<file path="config.mk">
export PLATFORM = sky130hd
export DESIGN_NAME = register_out_fifo
export DESIGN_NICKNAME = d
export VERILOG_FILES = /design/src/rtl/register_out_fifo.sv
export SDC_FILE = /design/constraint.sdc
export NUM_CORES = 1
export LEC_CHECK = 0
export ABC_AREA = 1
export ABC_CLOCK_PERIOD_IN_PS = 7500
export BUFFER_PORTS_ARGS = -buffer_cell sky130_fd_sc_hd__buf_2
export CAP_MARGIN = 10
export CORE_UTILIZATION = 40
export DETAILED_ROUTE_END_ITERATION = 6
export GPL_ROUTABILITY_DRIVEN = 0
export GPL_TIMING_DRIVEN = 0
export PLACE_DENSITY_LB_ADDON = 0.15
export SLEW_MARGIN = 20
export SYNTH_ARGS = -nofsm -noshare
export SYNTH_HDL_FRONTEND = slang
export SYNTH_SLANG_ARGS = --single-unit
</file>
<file path="constraint.sdc">
create_clock -name clk -period 7.5 [get_ports clk]
set_input_delay 1.5 -clock clk [delete_from_list [all_inputs] [get_ports clk]]
set_output_delay 1.5 -clock clk [all_outputs]
set_load 0.005 [all_outputs]
</file>
<file path="src/rtl/register_out_fifo.sv">
// register_out_fifo
//   Output-side FIFO behind the CPU's store-to-output register. The CPU
//   pushes words with a one-cycle load strobe. An external consumer drains
//   the words in order with a valid/ready handshake.
//
// Ports
//   clk        rising-edge clock
//   reset      asynchronous reset, active low (0 = in reset)
//   load       push data_in this cycle
//   data_in    word to push
//   flush      synchronous discard of every queued entry
//   clr_ovf    synchronous clear of the sticky overflow flag
//   out_ready  consumer takes the head word this cycle
//   out_valid  a head word is present (== !empty)
//   data_out   head word; when empty, the last popped word (HOLD_LAST=1) or zero
//   full       count == DEPTH
//   empty      count == 0
//   count      number of queued entries
//   overflow   sticky; set when a load is dropped because the queue is full
module register_out_fifo #(
  parameter int unsigned WIDTH     = 32,
  parameter int unsigned DEPTH     = 4,
  parameter bit          HOLD_LAST = 1'b1
) (
  input  logic                       clk,
  input  logic                       reset,
  input  logic                       load,
  input  logic [WIDTH-1:0]           data_in,
  input  logic                       flush,
  input  logic                       clr_ovf,
  input  logic                       out_ready,
  output logic                       out_valid,
  output logic [WIDTH-1:0]           data_out,
  output logic                       full,
  output logic                       empty,
  output logic [$clog2(DEPTH+1)-1:0] count,
  output logic                       overflow
);

  localparam int unsigned AW = $clog2(DEPTH);
  localparam int unsigned CW = $clog2(DEPTH + 1);
  localparam logic [CW-1:0] DEPTH_C = CW'(DEPTH);

  logic [WIDTH-1:0] mem_q [DEPTH];

  logic [AW-1:0]    wr_ptr_q, wr_ptr_d;
  logic [AW-1:0]    rd_ptr_q, rd_ptr_d;
  logic [CW-1:0]    count_q, count_d;
  logic             ovf_q, ovf_d;
  logic [WIDTH-1:0] held_q, held_d;

  logic             pop;
  logic             push;
  logic             drop;
  logic             is_full;
  logic             is_empty;
  logic [WIDTH-1:0] head;

  assign is_full  = (count_q == DEPTH_C);
  assign is_empty = (count_q == '0);
  assign head     = mem_q[rd_ptr_q];

  // A pop frees a slot in the same cycle, so a full queue still accepts a push.
  assign pop  = !is_empty && out_ready;
  assign push = load && !flush && (!is_full || pop);
  assign drop = load && !flush && is_full && !pop;

  always_comb begin
    wr_ptr_d = wr_ptr_q;
    rd_ptr_d = rd_ptr_q;
    count_d  = count_q;
    held_d   = held_q;
    ovf_d    = ovf_q;

    if (push) begin
      wr_ptr_d = wr_ptr_q + AW'(1);
    end
    if (pop) begin
      rd_ptr_d = rd_ptr_q + AW'(1);
      held_d   = head;
    end

    unique case ({push, pop})
      2'b10:   count_d = count_q + CW'(1);
      2'b01:   count_d = count_q - CW'(1);
      default: count_d = count_q;
    endcase

    // Flush wins over push/pop bookkeeping. A pop in the same cycle has
    // already updated the held value above, so that value is kept.
    if (flush) begin
      wr_ptr_d = '0;
      rd_ptr_d = '0;
      count_d  = '0;
    end

    // A dropped load beats a simultaneous clear.
    if (drop) begin
      ovf_d = 1'b1;
    end else if (clr_ovf) begin
      ovf_d = 1'b0;
    end
  end

  always_ff @(posedge clk or negedge reset) begin
    if (!reset) begin
      wr_ptr_q <= '0;
      rd_ptr_q <= '0;
      count_q  <= '0;
      ovf_q    <= 1'b0;
      held_q   <= '0;
    end else begin
      wr_ptr_q <= wr_ptr_d;
      rd_ptr_q <= rd_ptr_d;
      count_q  <= count_d;
      ovf_q    <= ovf_d;
      held_q   <= held_d;
    end
  end

  // Storage needs no reset: an entry is only read after it has been written.
  always_ff @(posedge clk) begin
    if (push) begin
      mem_q[wr_ptr_q] <= data_in;
    end
  end

  assign out_valid = !is_empty;
  assign empty     = is_empty;
  assign full      = is_full;
  assign count     = count_q;
  assign overflow  = ovf_q;
  assign data_out  = !is_empty ? head : (HOLD_LAST ? held_q : '0);

endmodule
</file>
==> reports/metrics.cfg <==
[sta]
tightest_slew_ps = 968
finalWorstSetupSlack_ps = 3920
finalMaxSlewViolations = 0
finalCriticalPeriod_ps = 3580
fin_setup_tns_ps = 0
hold_viol = 0
clock_skew_ps = 14.8
grt_setup_unrepaired = no
setup_viol = 0
fin_crit_sh_pct = 47.7
fmax_mhz = 280
slew_headroom_pct = 35.4

[cts]
clk_latency_ps = 420
cts_setup_buffers = 0
cts_tree = built
clk_path_buf_depth = 2
numCtsBuffers = 17
clockRootBuffer = clkbuf_16
post_cts_resize_count = 0
htree_num_levels = 4
clkSinkCount = 168
cts_hold_buf = 0
clk_pin_slew_ps = 60

[power]
p_seq_share_pct = 39.9
power_density_nw_per_um2 = 361
power_mw = 2.98
p_comb_share_pct = 30.6
p_sw_mw = 0.996
clkPwrFrac_pct = 29.5
power_leakage_nw = 3.37
power_switching_share_pct = 33.4
ir_worst_vdd_uv = 190
p_int_mw = 1.99

[cells_and_area]
area_growth_pct = 20.1
fin_cells = 954
final-seq-area_um2 = 4840
layout_common_cells = nand2_1 (241), edfxtp_1 (128), buf_2 (93)
final_util_pct = 49.4
multiInputGateArea_um2 = 1800
nets = 763
final_common_cell = nand2_1
layout-drive-gt1-share_pct = 20.7
num-fill-cells = 1548

[logic_synthesis]
synthSimpleGateAreaFrac_pct = 19.2
syn_area_um2 = 6870
synth.largest_area_cell = edfxtp_1
synth_edf_count = 128
synth_top_family_by_area = simple AND/OR/NAND/NOR gates
async_flop_share_pct = 23.8
synthMuxAreaShare_pct = 0
ys_seq_elements = 168
synthAdderAreaFrac_pct = 1.02
synth_compound_area_share_pct = 5.32
synth_cell_type_count = 22
synth_ff_type = edfxtp_1
synth_area_leaders = edfxtp_1 (56%), dfrtp_1 (15%), nand2_1 (13%), nand3_1 (5.2%), o21ai_1 (3.1%)
yosysSeqAreaShare_pct = 70.5
syn_area_per_cell_um2 = 11.1
synth_cells = 621
syn_nets = 664
synth_warnings = 0
synth-xor-area-share_pct = 0.128
synth_top_cell_area_share_pct = 56.0

[worst_setup_path]
cp.required_ps = 6000
cpMostUsedCell = nand2_1
critPathTopFamily = buffers and inverters
slowest_stage = clkbuf_1
start_kind = flop
worstPathArrival_ps = 2080
cp.buffers_inverters = 3
endpoint_kind = output pin
cp_max_fo = 10
max_stage_delay_ps = 460
crit_path_cell_trace = inv_2 > clkbuf_1 > nand2_1 > nand3_1 > nand2_1 > o21ai_0 > buf_2
crit_type = reg -> out

[grt]
grt_pass1_vias = 4696
grt_start_max_net_pins = 41
gr-total-overflow = 0
antenna_found_initial = 1
grt_pass1_wl_um = 25800
grt_usage_pct = 19.7

[detailed_routing]
wl_per_cell_um = 17.2
firstDrtPassIters = 5
ant_nets = 0
finalWirelength_um = 16400
post-route-drc-count = 0
dr.first_iter.drc_count = 435
via_count = 4786
drt-vias-per-instance = 5.02

[placed_design]
io_buffer_count = 76
pre_cts_ws_ps = 4060
dp_hpwl_um = 10700
placed_cells = 921

[job]
maxCapViolations = 0

[floorplanning]
initial_utilization_pct = 41.1
io_pins = 77
die_area_um2 = 17700
die_x_um = 133
num_rows = 47
core_area_um2 = 16700
fp.dieH_um = 133

[hold_path]
hold_path.class = reg -> reg

[run_status]
status = completed

[metal layers]
layer	global-route usage (%)	part of all wire [%]	up-vias
li1	-	-	2315
met1	26.1	46	2330
met2	31.6	48	123
met3	4.06	3.9	18
met4	7.98	1.4	0
met5	0	0	-
[final timing paths]
kind                            cells after the start  slack, ps                 endpoint               startpoint
max in group asynchronous                           1       5660  wr_ptr_q[1]$_DFFE_PN0P_                    reset
worst min-delay path                                2        480   held_q[10]$_DFFE_PN0N_   held_q[10]$_DFFE_PN0N_
worst min register to register                      2        480   held_q[10]$_DFFE_PN0N_   held_q[10]$_DFFE_PN0N_
worst max register to register                      5       5370    mem_q[3][4]$_DFFE_PP_     count[1]$_DFFE_PN0P_
worst max-delay path                                7       3920              data_out[2]  rd_ptr_q[0]$_DFFE_PN0P_
min in group asynchronous                           1       1220   held_q[19]$_DFFE_PN0N_                    reset
[cells in the mapped netlist, types with 2 or more instances]
cell	n
buf_4	8
nor2_1	6
nand2_4	2
o21ai_0	25
nand3_1	72
ha_1	4
nand2_1	241
clkbuf_1	8
a21oi_1	2
edfxtp_1	128
inv_1	12
inv_2	6
dfrtp_1	40
o21ai_1	43
buf_2	17
[stage by stage]
stage          instance area, um2  hold slack (ps)
2_1_floorplan                6870              453
4_1_cts                      8250              489
3_5_place_dp                 7640              473
3_3_place_gp                 7520              466
5_1_grt                      8250              502
6_report                     8250              484
[worst register-to-register path, stage by stage (launching register included)]
cell	delay [ps]
dfrtp_1	460
nor2_4	90
nand3_1	110
nand2_1	300
nor2_4	610
buf_16	250
[state kept, by name, indices dropped and copies added, names as in the netlist]
name	cells
mem_q	128
wr_ptr_q	2
held_q	32
count	3
rd_ptr_q	2
overflow	1
[logic make-up (layout without fill, tap and decap cells)]
family	count (synthesis)	after routing
adders and majority gates	5	5
buffers and inverters	53	165
other	0	1
AOI/OAI and AO/OA	72	72
xor gates and xnor gates	1	1
and+or+nand+nor	322	322
DFF	168	168
[area by class of cell]
type                            instances  share of cell area, %
Sequential cell                       168                   58.7
Multi-Input combinational cell        400                   21.8
Timing Repair Buffer                   80                   5.67
Clock buffer                           18                   5.20
Tap cell                              220                   3.34
Buffer                                 35                   2.32
Clock inverter                         14                   2.15
Inverter                               18                  0.819
Antenna cell                            1                 0.0303
[power by group through the flow]
stage          Sequential, mW  Clock [mW]  Combinational, mW
2_1_floorplan            1.20           0              0.540
3_3_place_gp             1.21           0              0.901
3_5_place_dp             1.21           0              0.926
4_1_cts                  1.19       0.894              0.928
5_1_grt                  1.21       0.927               1.03
6_report                 1.19       0.879              0.912
(Power assumes the default switching activity.)
